==> src/rtl/clkdiv_pkg.sv <==
// clkdiv_multi shared types and defaults.
// Divider mode encoding plus reset constants for dividers and LFSR.
package clkdiv_pkg;

    typedef enum logic {
        MODE_TOGGLE = 1'b0,
        MODE_PULSE  = 1'b1
    } mode_e;

    localparam int DEF_CNT_W = 16;
    localparam int DEF_LFSR_W = 16;

    // Divide registers reset to all-ones at any counter width.
    localparam bit DIV_RST_FILL = 1'b1;

    localparam logic [15:0] DEF_LFSR_TAPS = 16'hB400;
    localparam logic [15:0] DEF_LFSR_SEED = 16'h5555;

endpackage

==> src/rtl/clkdiv_multi_if.sv <==
// Channel configuration bus for clkdiv_multi.
// Master writes one channel's shadow divide/mode per cfg_we cycle.
interface clkdiv_multi_if #(
    parameter int CNT_W = 16,
    parameter int CH_W  = 2
);

    logic             cfg_we;
    logic [CH_W-1:0]  cfg_ch;
    logic [CNT_W-1:0] cfg_div;
    logic             cfg_mode;

    modport master (
        output cfg_we,
        output cfg_ch,
        output cfg_div,
        output cfg_mode
    );

    modport slave (
        input cfg_we,
        input cfg_ch,
        input cfg_div,
        input cfg_mode
    );

endinterface

==> src/rtl/clkdiv_chan.sv <==
// One divider channel: up-counter, active/shadow divide and mode,
// pending flag, registered divided output and terminal strobe.
module clkdiv_chan
    import clkdiv_pkg::*;
#(
    parameter int               CNT_W   = 16,
    parameter logic [CNT_W-1:0] DIV_RST = '1
) (
    input  logic             clk,
    input  logic             rst_n,
    input  logic             ena,
    input  logic             run,
    input  logic             wr,
    input  logic [CNT_W-1:0] wr_div,
    input  mode_e            wr_mode,
    output logic             div_out,
    output logic             div_tick
);

    logic [CNT_W-1:0] cnt_q, cnt_d;
    logic [CNT_W-1:0] div_act_q, div_act_d;
    logic [CNT_W-1:0] div_shd_q, div_shd_d;
    mode_e            mode_act_q, mode_act_d;
    mode_e            mode_shd_q, mode_shd_d;
    logic             pend_q, pend_d;
    logic             out_q, out_d;
    logic             tick_q, tick_d;
    logic             term;
    mode_e            nxt_mode;

    // Next-state: ena freezes everything except shadow writes.
    always_comb begin
        cnt_d      = cnt_q;
        div_act_d  = div_act_q;
        mode_act_d = mode_act_q;
        div_shd_d  = div_shd_q;
        mode_shd_d = mode_shd_q;
        pend_d     = pend_q;
        out_d      = out_q;
        tick_d     = 1'b0;
        term       = (cnt_q == div_act_q);
        nxt_mode   = pend_q ? mode_shd_q : mode_act_q;
        if (ena) begin
            if (!run) begin
                cnt_d = '0;
                out_d = 1'b0;
                if (pend_q) begin
                    div_act_d  = div_shd_q;
                    mode_act_d = mode_shd_q;
                    pend_d     = 1'b0;
                end
            end else if (term) begin
                cnt_d  = '0;
                tick_d = 1'b1;
                if (pend_q) begin
                    div_act_d  = div_shd_q;
                    mode_act_d = mode_shd_q;
                    pend_d     = 1'b0;
                end
                // Entering toggle from pulse restarts low.
                if (nxt_mode == MODE_PULSE) begin
                    out_d = 1'b1;
                end else if (mode_act_q == MODE_PULSE) begin
                    out_d = 1'b0;
                end else begin
                    out_d = !out_q;
                end
            end else begin
                cnt_d = cnt_q + 1'b1;
                if (mode_act_q == MODE_PULSE) begin
                    out_d = 1'b0;
                end
            end
        end
        // Write lands after the apply, so it waits for the next one.
        if (wr) begin
            div_shd_d  = wr_div;
            mode_shd_d = wr_mode;
            pend_d     = 1'b1;
        end
    end

    // Channel state registers.
    always_ff @(posedge clk or negedge rst_n) begin
        if (!rst_n) begin
            cnt_q      <= '0;
            div_act_q  <= DIV_RST;
            div_shd_q  <= DIV_RST;
            mode_act_q <= MODE_TOGGLE;
            mode_shd_q <= MODE_TOGGLE;
            pend_q     <= 1'b0;
            out_q      <= 1'b0;
            tick_q     <= 1'b0;
        end else begin
            cnt_q      <= cnt_d;
            div_act_q  <= div_act_d;
            div_shd_q  <= div_shd_d;
            mode_act_q <= mode_act_d;
            mode_shd_q <= mode_shd_d;
            pend_q     <= pend_d;
            out_q      <= out_d;
            tick_q     <= tick_d;
        end
    end

    assign div_out  = out_q;
    assign div_tick = tick_q;

endmodule

==> src/rtl/clkdiv_multi.sv <==
// Multi-channel programmable clock divider with a Fibonacci LFSR
// that steps every enabled cycle or on channel-0 terminal strobes.
module clkdiv_multi
    import clkdiv_pkg::*;
#(
    parameter int                CNT_W     = DEF_CNT_W,
    parameter int                N_CH      = 4,
    parameter int                CH_W      = (N_CH > 1) ? $clog2(N_CH) : 1,
    parameter logic [CNT_W-1:0]  DIV_RST   = {CNT_W{DIV_RST_FILL}},
    parameter int                LFSR_W    = DEF_LFSR_W,
    parameter logic [LFSR_W-1:0] LFSR_TAPS = DEF_LFSR_TAPS,
    parameter logic [LFSR_W-1:0] LFSR_SEED = DEF_LFSR_SEED
) (
    input  logic              clk,
    input  logic              rst_n,
    input  logic              ena,
    clkdiv_multi_if.slave     cfg,
    input  logic [N_CH-1:0]   ch_en,
    output logic [N_CH-1:0]   div_out,
    output logic [N_CH-1:0]   div_tick,
    input  logic              lfsr_load,
    input  logic [LFSR_W-1:0] lfsr_seed,
    input  logic              lfsr_step_sel,
    output logic [LFSR_W-1:0] lfsr_out
);

    logic [CH_W-1:0]   sel;
    logic [N_CH-1:0]   wr_sel;
    logic [LFSR_W-1:0] lfsr_q, lfsr_d;
    logic              lfsr_step;

    assign sel = cfg.cfg_ch;

    for (genvar i = 0; i < N_CH; i++) begin : g_ch
        // Out-of-range channel numbers match no instance.
        assign wr_sel[i] = cfg.cfg_we && (int'(sel) == i);

        clkdiv_chan #(
            .CNT_W   (CNT_W),
            .DIV_RST (DIV_RST)
        ) u_chan (
            .clk      (clk),
            .rst_n    (rst_n),
            .ena      (ena),
            .run      (ch_en[i]),
            .wr       (wr_sel[i]),
            .wr_div   (cfg.cfg_div),
            .wr_mode  (mode_e'(cfg.cfg_mode)),
            .div_out  (div_out[i]),
            .div_tick (div_tick[i])
        );
    end

    // LFSR next state: load beats step; zero seed would lock up.
    always_comb begin
        lfsr_step = ena && (lfsr_step_sel ? div_tick[0] : 1'b1);
        lfsr_d    = lfsr_q;
        if (lfsr_load) begin
            lfsr_d = (lfsr_seed == '0) ? LFSR_SEED : lfsr_seed;
        end else if (lfsr_step) begin
            lfsr_d = {lfsr_q[LFSR_W-2:0], ^(lfsr_q & LFSR_TAPS)};
        end
    end

    // LFSR state register.
    always_ff @(posedge clk or negedge rst_n) begin
        if (!rst_n) begin
            lfsr_q <= LFSR_SEED;
        end else begin
            lfsr_q <= lfsr_d;
        end
    end

    assign lfsr_out = lfsr_q;

endmodule

==> src/flat_wrapper.sv <==
// flat-port wrapper written by rule: the top's interface ports become plain ports
module clkdiv_multi_flat import clkdiv_pkg::*;
#(
    parameter int                CNT_W     = DEF_CNT_W,
    parameter int                N_CH      = 4,
    parameter int                CH_W      = (N_CH > 1) ? $clog2(N_CH) : 1,
    parameter logic [CNT_W-1:0]  DIV_RST   = {CNT_W{DIV_RST_FILL}},
    parameter int                LFSR_W    = DEF_LFSR_W,
    parameter logic [LFSR_W-1:0] LFSR_TAPS = DEF_LFSR_TAPS,
    parameter logic [LFSR_W-1:0] LFSR_SEED = DEF_LFSR_SEED
)
  (clk, rst_n, ena, ch_en, div_out, div_tick, lfsr_load, lfsr_seed, lfsr_step_sel, lfsr_out, cfg_cfg_we, cfg_cfg_ch, cfg_cfg_div, cfg_cfg_mode);
  clkdiv_multi_if #(.CNT_W(CNT_W), .CH_W(CH_W)) cfg_i ();
  input  logic clk;
  input  logic rst_n;
  input  logic ena;
  input  logic [N_CH-1:0] ch_en;
  output logic [N_CH-1:0] div_out;
  output logic [N_CH-1:0] div_tick;
  input  logic lfsr_load;
  input  logic [LFSR_W-1:0] lfsr_seed;
  input  logic lfsr_step_sel;
  output logic [LFSR_W-1:0] lfsr_out;
  input wire logic [$bits(cfg_i.cfg_we)-1:0] cfg_cfg_we;
  input wire logic [$bits(cfg_i.cfg_ch)-1:0] cfg_cfg_ch;
  input wire logic [$bits(cfg_i.cfg_div)-1:0] cfg_cfg_div;
  input wire logic [$bits(cfg_i.cfg_mode)-1:0] cfg_cfg_mode;
  assign cfg_i.cfg_we = cfg_cfg_we;
  assign cfg_i.cfg_ch = cfg_cfg_ch;
  assign cfg_i.cfg_div = cfg_cfg_div;
  assign cfg_i.cfg_mode = cfg_cfg_mode;
  clkdiv_multi #(.CNT_W(CNT_W), .N_CH(N_CH), .CH_W(CH_W), .DIV_RST(DIV_RST), .LFSR_W(LFSR_W), .LFSR_TAPS(LFSR_TAPS), .LFSR_SEED(LFSR_SEED)) u_core (.clk(clk), .rst_n(rst_n), .ena(ena), .cfg(cfg_i), .ch_en(ch_en), .div_out(div_out), .div_tick(div_tick), .lfsr_load(lfsr_load), .lfsr_seed(lfsr_seed), .lfsr_step_sel(lfsr_step_sel), .lfsr_out(lfsr_out));
endmodule
==> config.mk <==
export PLATFORM = sky130hd
export DESIGN_NAME = clkdiv_multi_flat
export DESIGN_NICKNAME = d
export VERILOG_FILES = /design/src/rtl/clkdiv_pkg.sv /design/src/rtl/clkdiv_multi_if.sv /design/src/rtl/clkdiv_chan.sv /design/src/rtl/clkdiv_multi.sv /design/src/flat_wrapper.sv
export SDC_FILE = /design/constraint.sdc
export NUM_CORES = 1
export LEC_CHECK = 0
export ABC_AREA = 0
export CELL_PAD_IN_SITES_DETAIL_PLACEMENT = 1
export CELL_PAD_IN_SITES_GLOBAL_PLACEMENT = 1
export CORE_ASPECT_RATIO = 0.7
export CORE_MARGIN = 2
export CORE_UTILIZATION = 53
export CTS_CLUSTER_SIZE = 30
export DETAILED_ROUTE_END_ITERATION = 16
export PLACE_DENSITY = 0.84
export SLEW_MARGIN = 20
export SYNTH_ARGS = -nofsm -noshare
export SYNTH_HDL_FRONTEND = slang
export SYNTH_SLANG_ARGS = --single-unit
==> constraint.sdc <==
create_clock -name clk -period 3.95 [get_ports clk]
set_input_delay 0.79 -clock clk [delete_from_list [all_inputs] [get_ports clk]]
set_output_delay 0.79 -clock clk [all_outputs]
set_load 0.02 [all_outputs]
==> impl_metrics.tcl <==
set metrics [dict create \
    finalCritPeriodShare_pct 66.1 \
    dr.pass1.iters 4 \
    finalWirelength_um 26500 \
    clk_pin_slew_worst_paths_ns 0.06 \
    cts_tree "yes" \
    vias_per_cell 5.71 \
    power_frac_comb_pct 17.8 \
    end_kind "flop" \
    crit_type "input port to flop" \
    synth_cell_types 45 \
    critPathRequiredTime_ns 4.36 \
    finalClockSkew_ns 0.0195 \
    post_dp_cell_area_mm2 0.0116 \
    rsz0062_at_grt "no" \
    postSynthAreaPerCell_um2 12.7 \
    min_period_ns 2.61 \
    nNetsFinal 961 \
    fmax_mhz 383 \
    drive_gt1_share_pct 33.6 \
    cts_buffers 23 \
    final_common_cell "dfstp_2" \
    hold_path_class "input port to async pin" \
    seq_power_share_pct 50.0 \
    slew_headroom_pct 27.6 \
    netlist_instances 840 \
    final-hold-violation-count 0 \
    dp_slack_ns 0.839 \
    die_x_um 174 \
    synth_nets 889 \
    setup_viol 0 \
    wl_per_cell_um 22.1 \
    ys_ff_latch 228 \
    dieHeight_um 123 \
    htree_levels 1 \
    grt_pass1_vias 7626 \
    post-dp-hpwl_um 18200 \
    port_buffers 68 \
    instances_no_fill 1198 \
    dp_cells 1157 \
    root_buffer "clkbuf_16" \
    drc 0 \
    ir_drop_mv 0.372 \
    grt_antenna_before_repair 1 \
    grt_first_pass_wirelength_um 42600 \
    antennaDiodeCount 0 \
    dieArea_mm2 0.0213 \
    synth-async-reset-ratio_pct 100 \
    cp.arrival_ns 3.02 \
    p_per_area_mw_per_mm2 572 \
    finalWorstSetupSlack_ns 1.34 \
    fin_util_pct 62.5 \
    post_cts.repair.setup_buffers 0 \
    crit_fanout 11 \
    rows 43 \
    cp-start-kind "input port" \
    ys_warn_count 0 \
    yosysTopAreaCell "dfstp_2" \
    final_area_mm2 0.0123 \
    synth_top_area_share_pct 33.5 \
    gr-total-overflow 0 \
    vias 6839 \
    synthFlopType "dfstp_2" \
    clkPwrFrac_pct 32.2 \
    drt_iter0_drc 415 \
    r2r_start "u_core.g_ch[2].u_chan.cnt_q[9]" \
    synthesis.area_mm2 0.0107 \
    power.switching_uw 1930 \
    yosysSeqAreaShare_pct 55.1 \
    cts_buffer_depth 3 \
    maxCapViolations 0 \
    critPathLaunch "ena" \
    run_status "completed" \
    worstMarginPinSlew_ns 1.08 \
    most-common-layout-cells "dfstp_2 (136), mux2_2 (98), dfrtp_1 (92)" \
    track_usage_pct 25.6 \
    core-area_mm2 0.0197 \
    pin_count 69 \
    swShare_pct 27.3 \
    setup_tns_ns 0 \
    cts.repair.resized 0 \
    ys_top_cells_by_area "dfstp_2 (34%), dfrtp_1 (22%), mux2_2 (10%)" \
    insertion_delay_ns 0.53 \
    grt_max_degree 114 \
    place_congestion 0.803 \
    syn_to_final_growth_pct 15.8 \
    synth_edf_count 0 \
    p_leak_uw 0.00520 \
    p_int_uw 5140 \
    ant_nets 0 \
    final-max-slew-violation-count 0 \
    cts.sinks 228 \
    initial_core_util_pct 54.0 \
    hold_buffers 0 \
]
[critical path: stages]
cell	delay [ns]
clkdlybuf4s50_1	0.73
buf_4	0.28
nand2_1	0.12
nor4_1	0.63
nand3_1	0.22
xor2_1	0.20
nor2_1	0.06
[power groups by stage]
stage | sequential, uW | clock [uW] | combinational (uW)
after global placement | 3510 | 0 | 1150
after global routing | 3610 | 2420 | 1360
after CTS | 3540 | 2320 | 1270
after detailed placement | 3560 | 0 | 1240
final | 3530 | 2280 | 1260
after floorplan | 3430 | 0 | 891
[sequential cells by signal, indices dropped and copies added, names as in the netlist]
signal and cells:
u_core.g_ch.u_chan.cnt_q 64, u_core.g_ch.u_chan.div_act_q 64, u_core.g_ch.u_chan.div_out 4, u_core.g_ch.u_chan.div_shd_q 64, u_core.g_ch.u_chan.div_tick 4, u_core.g_ch.u_chan.mode_act_q 4
u_core.g_ch.u_chan.mode_shd_q 4, u_core.g_ch.u_chan.pend_q 4, u_core.lfsr_out 16
[per-layer routing]
| metal | vias to the layer above | part of all wire [%] | GRT usage (%) |
|---|---|---|---|
| met5 | - | 0 | 0 |
| met4 | 0 | 2.0 | 6.20 |
| met3 | 45 | 4.0 | 3.62 |
| met1 | 3609 | 45 | 34.5 |
| met2 | 114 | 49 | 44.3 |
| li1 | 3071 | - | - |
[path summary, 6_finish.rpt]
check | endpoint | slack [ns] | depth (start not counted)
setup / recovery | u_core.g_ch[3].u_chan.cnt_q[15] | 1.34 | 7
hold / removal | u_core.lfsr_out[3] | 0.38 | 1
setup reg to reg | u_core.g_ch[2].u_chan.cnt_q[12] | 1.40 | 5
hold reg to reg | u_core.g_ch[2].u_chan.mode_act_q | 0.54 | 1
max in group asynchronous | u_core.g_ch[2].u_chan.div_act_q[13] | 2.49 | 2
min in group clk | u_core.g_ch[2].u_chan.mode_act_q | 0.54 | 1
[synth_stat cells, drive strengths merged, types with 2 or more instances]
library cell	n
a21oi	11
a41oi	3
and3	8
and4	3
buf	20
clkbuf	11
dfrtp	92
dfstp	136
ha	4
inv	27
mux2	143
mux2i	15
nand2	50
nand2b	8
nand3	27
nand3b	2
nand4	14
nand4b	4
nor2	61
nor3	12
nor4	25
o21ai	23
o221ai	4
o22a	8
o22ai	9
o2bb2ai	2
xnor2	27
xor2	85
[through the flow]
step / hold WS [ns] / power (uW)
6_report: 0.383 / 7070
5_1_grt: 0.451 / 7390
4_1_cts: 0.430 / 7130
3_5_place_dp: 0.526 / 4800
3_3_place_gp: 0.501 / 4660
2_1_floorplan: 0.481 / 4320
[cell type report]
class	instances	area, um2
clock inverter	7	91.3
fill	1958	7400
inverter	27	101
sequential	228	5880
tap	270	338
multi-input combinational	554	4480
timing repair buffer	78	772
clock buffer	34	688
[cell families after synthesis]
logic type                 Yosys count  share of synthesized area (%)
xor gates and xnor gates           112                           9.20
and+or+nand+nor                    218                           11.2
adders and majority gates            4                          0.469
DFF                                228                           55.1
buffers and inverters               58                           2.91
AOI/OAI and AO/OA                   62                           4.21
muxes                              158                           16.9
Power figures use the tool's default switching activity.
